### config.mk
export PLATFORM = sky130hd
export DESIGN_NAME = conv_operand_store
export DESIGN_NICKNAME = d
export VERILOG_FILES = /design/src/rtl/conv_pkg.sv /design/src/rtl/conv_window_sel.sv /design/src/rtl/conv_operand_store.sv
export SDC_FILE = /design/constraint.sdc
export NUM_CORES = 1
export LEC_CHECK = 0
export ABC_AREA = 0
export BUFFER_PORTS_ARGS = -buffer_cell sky130_fd_sc_hd__buf_2
export CAP_MARGIN = 20
export CORE_MARGIN = 2
export CORE_UTILIZATION = 47
export DETAILED_ROUTE_END_ITERATION = 8
export HOLD_SLACK_MARGIN = 0.15
export MAX_ROUTING_LAYER = met4
export PLACE_DENSITY = 0.66
export SYNTH_ARGS = -nofsm -noshare
export SYNTH_HDL_FRONTEND = slang
export SYNTH_SLANG_ARGS = --single-unit
### constraint.sdc
create_clock -name clk -period 8.6 [get_ports clk]
set_clock_uncertainty 0.1 [all_clocks]
set_input_delay 0.86 -clock clk [delete_from_list [all_inputs] [get_ports clk]]
set_output_delay 0.86 -clock clk [all_outputs]
set_load 0.1 [all_outputs]
### src/rtl/conv_pkg.sv
// conv_pkg: shared types and defaults for the convolution operand store.
package conv_pkg;
   typedef enum logic [1:0] {IDLE, LOAD_IMG, LOAD_FLT, DONE} state_t;
   localparam int DATA_W_DEF  = 8;
   localparam int IMG_DIM_DEF = 4;
   localparam int K_DIM_DEF   = 3;
   localparam logic LOAD_MODE_FULL = 1'b0;
   localparam logic LOAD_MODE_FLT  = 1'b1;
endpackage

### src/rtl/conv_window_sel.sv
// conv_window_sel: combinational K_DIM x K_DIM window tap from the flattened image,
// zeroed and flagged when the window would run past the image edge.
module conv_window_sel
   import conv_pkg::*;
#(
   parameter int DATA_W  = DATA_W_DEF,
   parameter int IMG_DIM = IMG_DIM_DEF,
   parameter int K_DIM   = K_DIM_DEF,
   parameter int POS_W   = $clog2(IMG_DIM) + 1
) (
   input  logic [IMG_DIM*IMG_DIM*DATA_W-1:0] i_img_flat,
   input  logic [POS_W-1:0]                  i_win_row,
   input  logic [POS_W-1:0]                  i_win_col,
   output logic [K_DIM*K_DIM*DATA_W-1:0]     o_win_flat,
   output logic                              o_win_oob
);
   logic [POS_W-1:0] w_row;
   logic [POS_W-1:0] w_col;
   assign o_win_oob = (int'(i_win_row) > IMG_DIM - K_DIM) || (int'(i_win_col) > IMG_DIM - K_DIM);
   // clamp the origin when out of range so the part-selects never leave the image
   assign w_row = o_win_oob ? '0 : i_win_row;
   assign w_col = o_win_oob ? '0 : i_win_col;
   for (genvar r = 0; r < K_DIM; r++) begin : g_r
      for (genvar c = 0; c < K_DIM; c++) begin : g_c
         assign o_win_flat[(r*K_DIM+c)*DATA_W +: DATA_W] = o_win_oob ? '0 :
            i_img_flat[((int'(w_row)+r)*IMG_DIM + int'(w_col) + c)*DATA_W +: DATA_W];
      end
   end
endmodule

### src/rtl/conv_operand_store.sv
// conv_operand_store: streamed loader for one image and one filter, exposing all
// operands in parallel plus a registered window at a selectable position.
module conv_operand_store
   import conv_pkg::*;
#(
   parameter int DATA_W  = DATA_W_DEF,
   parameter int IMG_DIM = IMG_DIM_DEF,
   parameter int K_DIM   = K_DIM_DEF,
   parameter int POS_W   = $clog2(IMG_DIM) + 1
) (
   input  logic                              clk,
   input  logic                              rst,
   input  logic                              i_load_start,
   input  logic                              i_load_mode,
   input  logic                              i_in_valid,
   input  logic [DATA_W-1:0]                 i_in_data,
   output logic                              o_in_ready,
   output logic                              o_loaded,
   output logic                              o_busy,
   output logic [IMG_DIM*IMG_DIM*DATA_W-1:0] o_img_flat,
   output logic [K_DIM*K_DIM*DATA_W-1:0]     o_flt_flat,
   input  logic [POS_W-1:0]                  i_win_row,
   input  logic [POS_W-1:0]                  i_win_col,
   output logic [K_DIM*K_DIM*DATA_W-1:0]     o_win_flat,
   output logic                              o_win_oob
);
   localparam int NI    = IMG_DIM * IMG_DIM;
   localparam int NK    = K_DIM * K_DIM;
   localparam int CNT_W = NI > 1 ? $clog2(NI) : 1;
   state_t                   r_state;
   state_t                   w_state_nxt;
   logic [CNT_W-1:0]         r_cnt;
   logic [CNT_W-1:0]         w_cnt_nxt;
   logic [NI*DATA_W-1:0]     r_img;
   logic [NK*DATA_W-1:0]     r_flt;
   logic [NK*DATA_W-1:0]     r_win;
   logic                     r_oob;
   logic [NK*DATA_W-1:0]     w_win;
   logic                     w_oob;
   logic                     w_beat;
   logic                     w_img_last;
   logic                     w_flt_last;
   assign o_in_ready = (r_state == LOAD_IMG) || (r_state == LOAD_FLT);
   assign o_busy     = o_in_ready;
   assign o_loaded   = r_state == DONE;
   assign o_img_flat = r_img;
   assign o_flt_flat = r_flt;
   assign o_win_flat = r_win;
   assign o_win_oob  = r_oob;
   assign w_beat     = i_in_valid & o_in_ready;
   assign w_img_last = r_cnt == CNT_W'(NI - 1);
   assign w_flt_last = r_cnt == CNT_W'(NK - 1);
   always_ff @(posedge clk or negedge rst) begin
      if (!rst) begin
         r_state <= IDLE;
         r_cnt   <= '0;
      end else begin
         r_state <= w_state_nxt;
         r_cnt   <= w_cnt_nxt;
      end
   end
   // a restart overrides any phase change from a beat landing in the same cycle
   always_comb begin
      w_state_nxt = r_state;
      w_cnt_nxt   = r_cnt;
      if (w_beat) begin
         w_cnt_nxt = r_cnt + 1'b1;
         if (r_state == LOAD_IMG && w_img_last) begin
            w_state_nxt = LOAD_FLT;
            w_cnt_nxt   = '0;
         end
         if (r_state == LOAD_FLT && w_flt_last) begin
            w_state_nxt = DONE;
            w_cnt_nxt   = '0;
         end
      end
      if (i_load_start) begin
         w_state_nxt = (i_load_mode == LOAD_MODE_FLT) ? LOAD_FLT : LOAD_IMG;
         w_cnt_nxt   = '0;
      end
   end
   always_ff @(posedge clk or negedge rst) begin
      if (!rst) begin
         r_img <= '0;
         r_flt <= '0;
         r_win <= '0;
         r_oob <= 1'b0;
      end else begin
         if (w_beat && r_state == LOAD_IMG) r_img[r_cnt*DATA_W +: DATA_W] <= i_in_data;
         if (w_beat && r_state == LOAD_FLT) r_flt[r_cnt*DATA_W +: DATA_W] <= i_in_data;
         r_win <= w_win;
         r_oob <= w_oob;
      end
   end
   conv_window_sel #(
      .DATA_W  (DATA_W),
      .IMG_DIM (IMG_DIM),
      .K_DIM   (K_DIM),
      .POS_W   (POS_W)
   ) u_win (
      .i_img_flat (r_img),
      .i_win_row  (i_win_row),
      .i_win_col  (i_win_col),
      .o_win_flat (w_win),
      .o_win_oob  (w_oob)
   );
endmodule

==> flow_summary.json <==
{
  "dr.pass1.iters": 8,
  "syn_area_per_cell_um2": 10.6,
  "rsz0062_at_grt": "false",
  "io_pins": 295,
  "netlist_area_um2": 14100,
  "final_cell_mix": "nand2_1 (332), buf_2 (294), dfrtp_1 (279)",
  "crit_arrival_ps": 4800,
  "r2r-end": "o_img_flat[112]$_DFFE_PN0P_",
  "grt_pass1_wl_um": 74200,
  "p_leak_uw": 0.00782,
  "outcome": "completed",
  "rows": 63,
  "cts.sinks": 279,
  "vdd_ir_drop_max_v": 0.000215,
  "synth_ff_type": "dfrtp_1",
  "ys_ff_latch": 279,
  "grt_pass1_vias": 11600,
  "reg2regPathDepth": 6,
  "nNetsFinal": 1612,
  "die_w_um": 177,
  "r2r_start": "r_cnt[0]$_DFFE_PN0P_",
  "wl_per_cell_um": 25.4,
  "finalHoldViolCount": 0,
  "overflow": 0,
  "worstPathMaxFanout": 67,
  "drt_iter0_drc": 1364,
  "htree_levels": 1,
  "rrSetupSlack_ps": 5320,
  "tns_ps": 0,
  "hold_class": "input pin to asynchronous set/reset pin",
  "place_area_um2": 15800,
  "path_clk_slew_ps": 60,
  "clk_path_buf_depth": 3,
  "tightest_slew_ps": 1030,
  "drive_gt1_share_pct": 28.0,
  "synth_warnings": 0,
  "cts-root-buf": "clkbuf_16",
  "ys_seq_area_share_pct": 49.4,
  "synth_edf_count": 0,
  "synthDistinctLibCells": 50,
  "maxSlewHeadroom_pct": 31.2,
  "min_period_ps": 4450,
  "initial_core_util_pct": 47.7,
  "cts_buffers": 29,
  "ant_nets": 0,
  "die_h_um": 177,
  "ctsHoldBuffers": 0,
  "powerDensity_nw_per_um2": 190,
  "dieArea_um2": 31500,
  "max_freq_ghz": 0.225,
  "worstSetupStartpointType": "input pin",
  "async_reset_ff_share_pct": 100,
  "num_vias": 12000,
  "cts_setup_buffers": 0,
  "place.gp.congestion": 0.935,
  "io_buffer_count": 294,
  "setup_viol": 0,
  "insertion_delay_ps": 550,
  "core-area_um2": 29600,
  "antenna_found_initial": 1,
  "path_class": "input pin to flip-flop",
  "final_common_cell": "nand2_1",
  "cp.required_ps": 8940,
  "fillers": 2661,
  "grt_max_degree": 166,
  "critPathCaptureType": "flip-flop",
  "post_cts_resized": 0,
  "dp_hpwl_um": 37000,
  "cap_violations": 0,
  "viasPerCell": 6.05,
  "grt.total_usage_pct": 33.1,
  "design_area_um2": 16800,
  "synthCells": 1332,
  "routed_wl_um": 50600,
  "areaGrowthSynthToFinish_pct": 18.7,
  "drc": 0,
  "cts_tree": "done",
  "period_share_pct": 51.8,
  "slew_violations": 0
}
## worst max-delay path, cell delays in order
cell     delay [ps]
buf_2           110
nor4_4          280
buf_4           270
nand2_4         520
inv_4           730
ha_1            440
buf_4           470
mux4_2          400
mux4_2          500
and2_1          170
## synth_stat cells (all sizes together) (2+ instances only)
master	instances	share of area (%)
nand2	333	8.9
dfrtp	279	49
o21ai	171	6.1
mux4	86	14
mux2i	80	5.7
nor2	58	1.5
clkbuf	56	1.5
o31ai	40	2.1
buf	36	1.3
nor2b	20	0.89
a21oi	18	0.64
nand3	17	0.60
a211oi	16	0.85
o22ai	15	0.66
ha	13	1.2
nor3	13	0.46
and2	12	0.53
inv	10	0.27
mux2	8	0.64
o21a	8	0.43
a221oi	7	0.43
a311oi	6	0.37
xnor2	4	0.30
xor2	4	0.25
and3b	2	0.12
conb	2	0.053
nand2b	2	0.089
nand4	2	0.089
nor3b	2	0.14
nor4	2	0.19
## state kept, by name (all words and copies together) (netlist names)
register / cells
r_state: 2
r_cnt: 4
o_win_flat: 72
o_win_oob: 1
o_img_flat: 128
o_flt_flat: 72
## how the worst max path moves through the flow
stage	end	slack [ps]	start
5_1_grt	o_win_flat[14]$_DFF_PN0_	3810	i_win_row[1]
2_1_floorplan	o_win_flat[11]$_DFF_PN0_	4630	i_win_row[1]
3_3_place_gp	o_win_flat[15]$_DFF_PN0_	3590	i_win_row[1]
6_report	o_win_flat[15]$_DFF_PN0_	4150	i_win_row[1]
4_1_cts	o_win_flat[15]$_DFF_PN0_	4100	i_win_row[1]
3_5_place_dp	o_win_flat[15]$_DFF_PN0_	3530	i_win_row[1]
## cells by family (layout without fill, tap and decap cells)
family	count (synthesis)	after routing	share of synthesized area [%]
flip-flops	279	279	49.4
other	2	9	0.0532
adder cells (fa/ha/maj)	13	13	1.15
XOR/XNOR	8	8	0.549
multiplexers	174	174	20.1
AO/OA/AOI/OAI	285	285	11.8
AND/OR/NAND/NOR	468	468	13.8
buffers and inverters	103	362	3.13
## routing by layer
metal | global-route usage (%) | part of all wire (%) | vias up
met1 | 44.7 | 40 | 5899
li1 | - | - | 5260
met3 | 6.86 | 10 | 136
met4 | 11.9 | 3.9 | 0
met2 | 49.9 | 46 | 735
met5 | - | 0 | -
## report_power, final
group	leakage [uW]	internal, uW	switching (uW)
clock network	0.000463	748	519
logic	0.00347	111	439
registers	0.00388	1340	38.8
## cell type report
class | count | area, um2 | share of cell area (%)
timing repair buffer | 303 | 1560 | 9.30
sequential | 279 | 6980 | 41.6
multi-input combinational | 956 | 6750 | 40.2
tap | 390 | 488 | 2.91
clock inverter | 6 | 85.1 | 0.507
inverter | 11 | 43.8 | 0.261
clock buffer | 42 | 865 | 5.16
antenna | 1 | 2.50 | 0.0149
## stage by stage
stage | std cells | total power [uW] | setup slack (ps) | hold WS [ps] | utilization [%]
3_3_place_gp | 1938 | 1930 | 3590 | 360 | 53.4
6_report | 1988 | 3190 | 4150 | 272 | 56.6
2_1_floorplan | 1338 | 1780 | 4630 | 447 | -
4_1_cts | 1987 | 3190 | 4100 | 306 | 56.6
5_1_grt | 1988 | 3290 | 3810 | 347 | 56.6
3_5_place_dp | 1939 | 1940 | 3530 | 365 | 53.4
No activity file was read; power rests on OpenSTA's default activity.
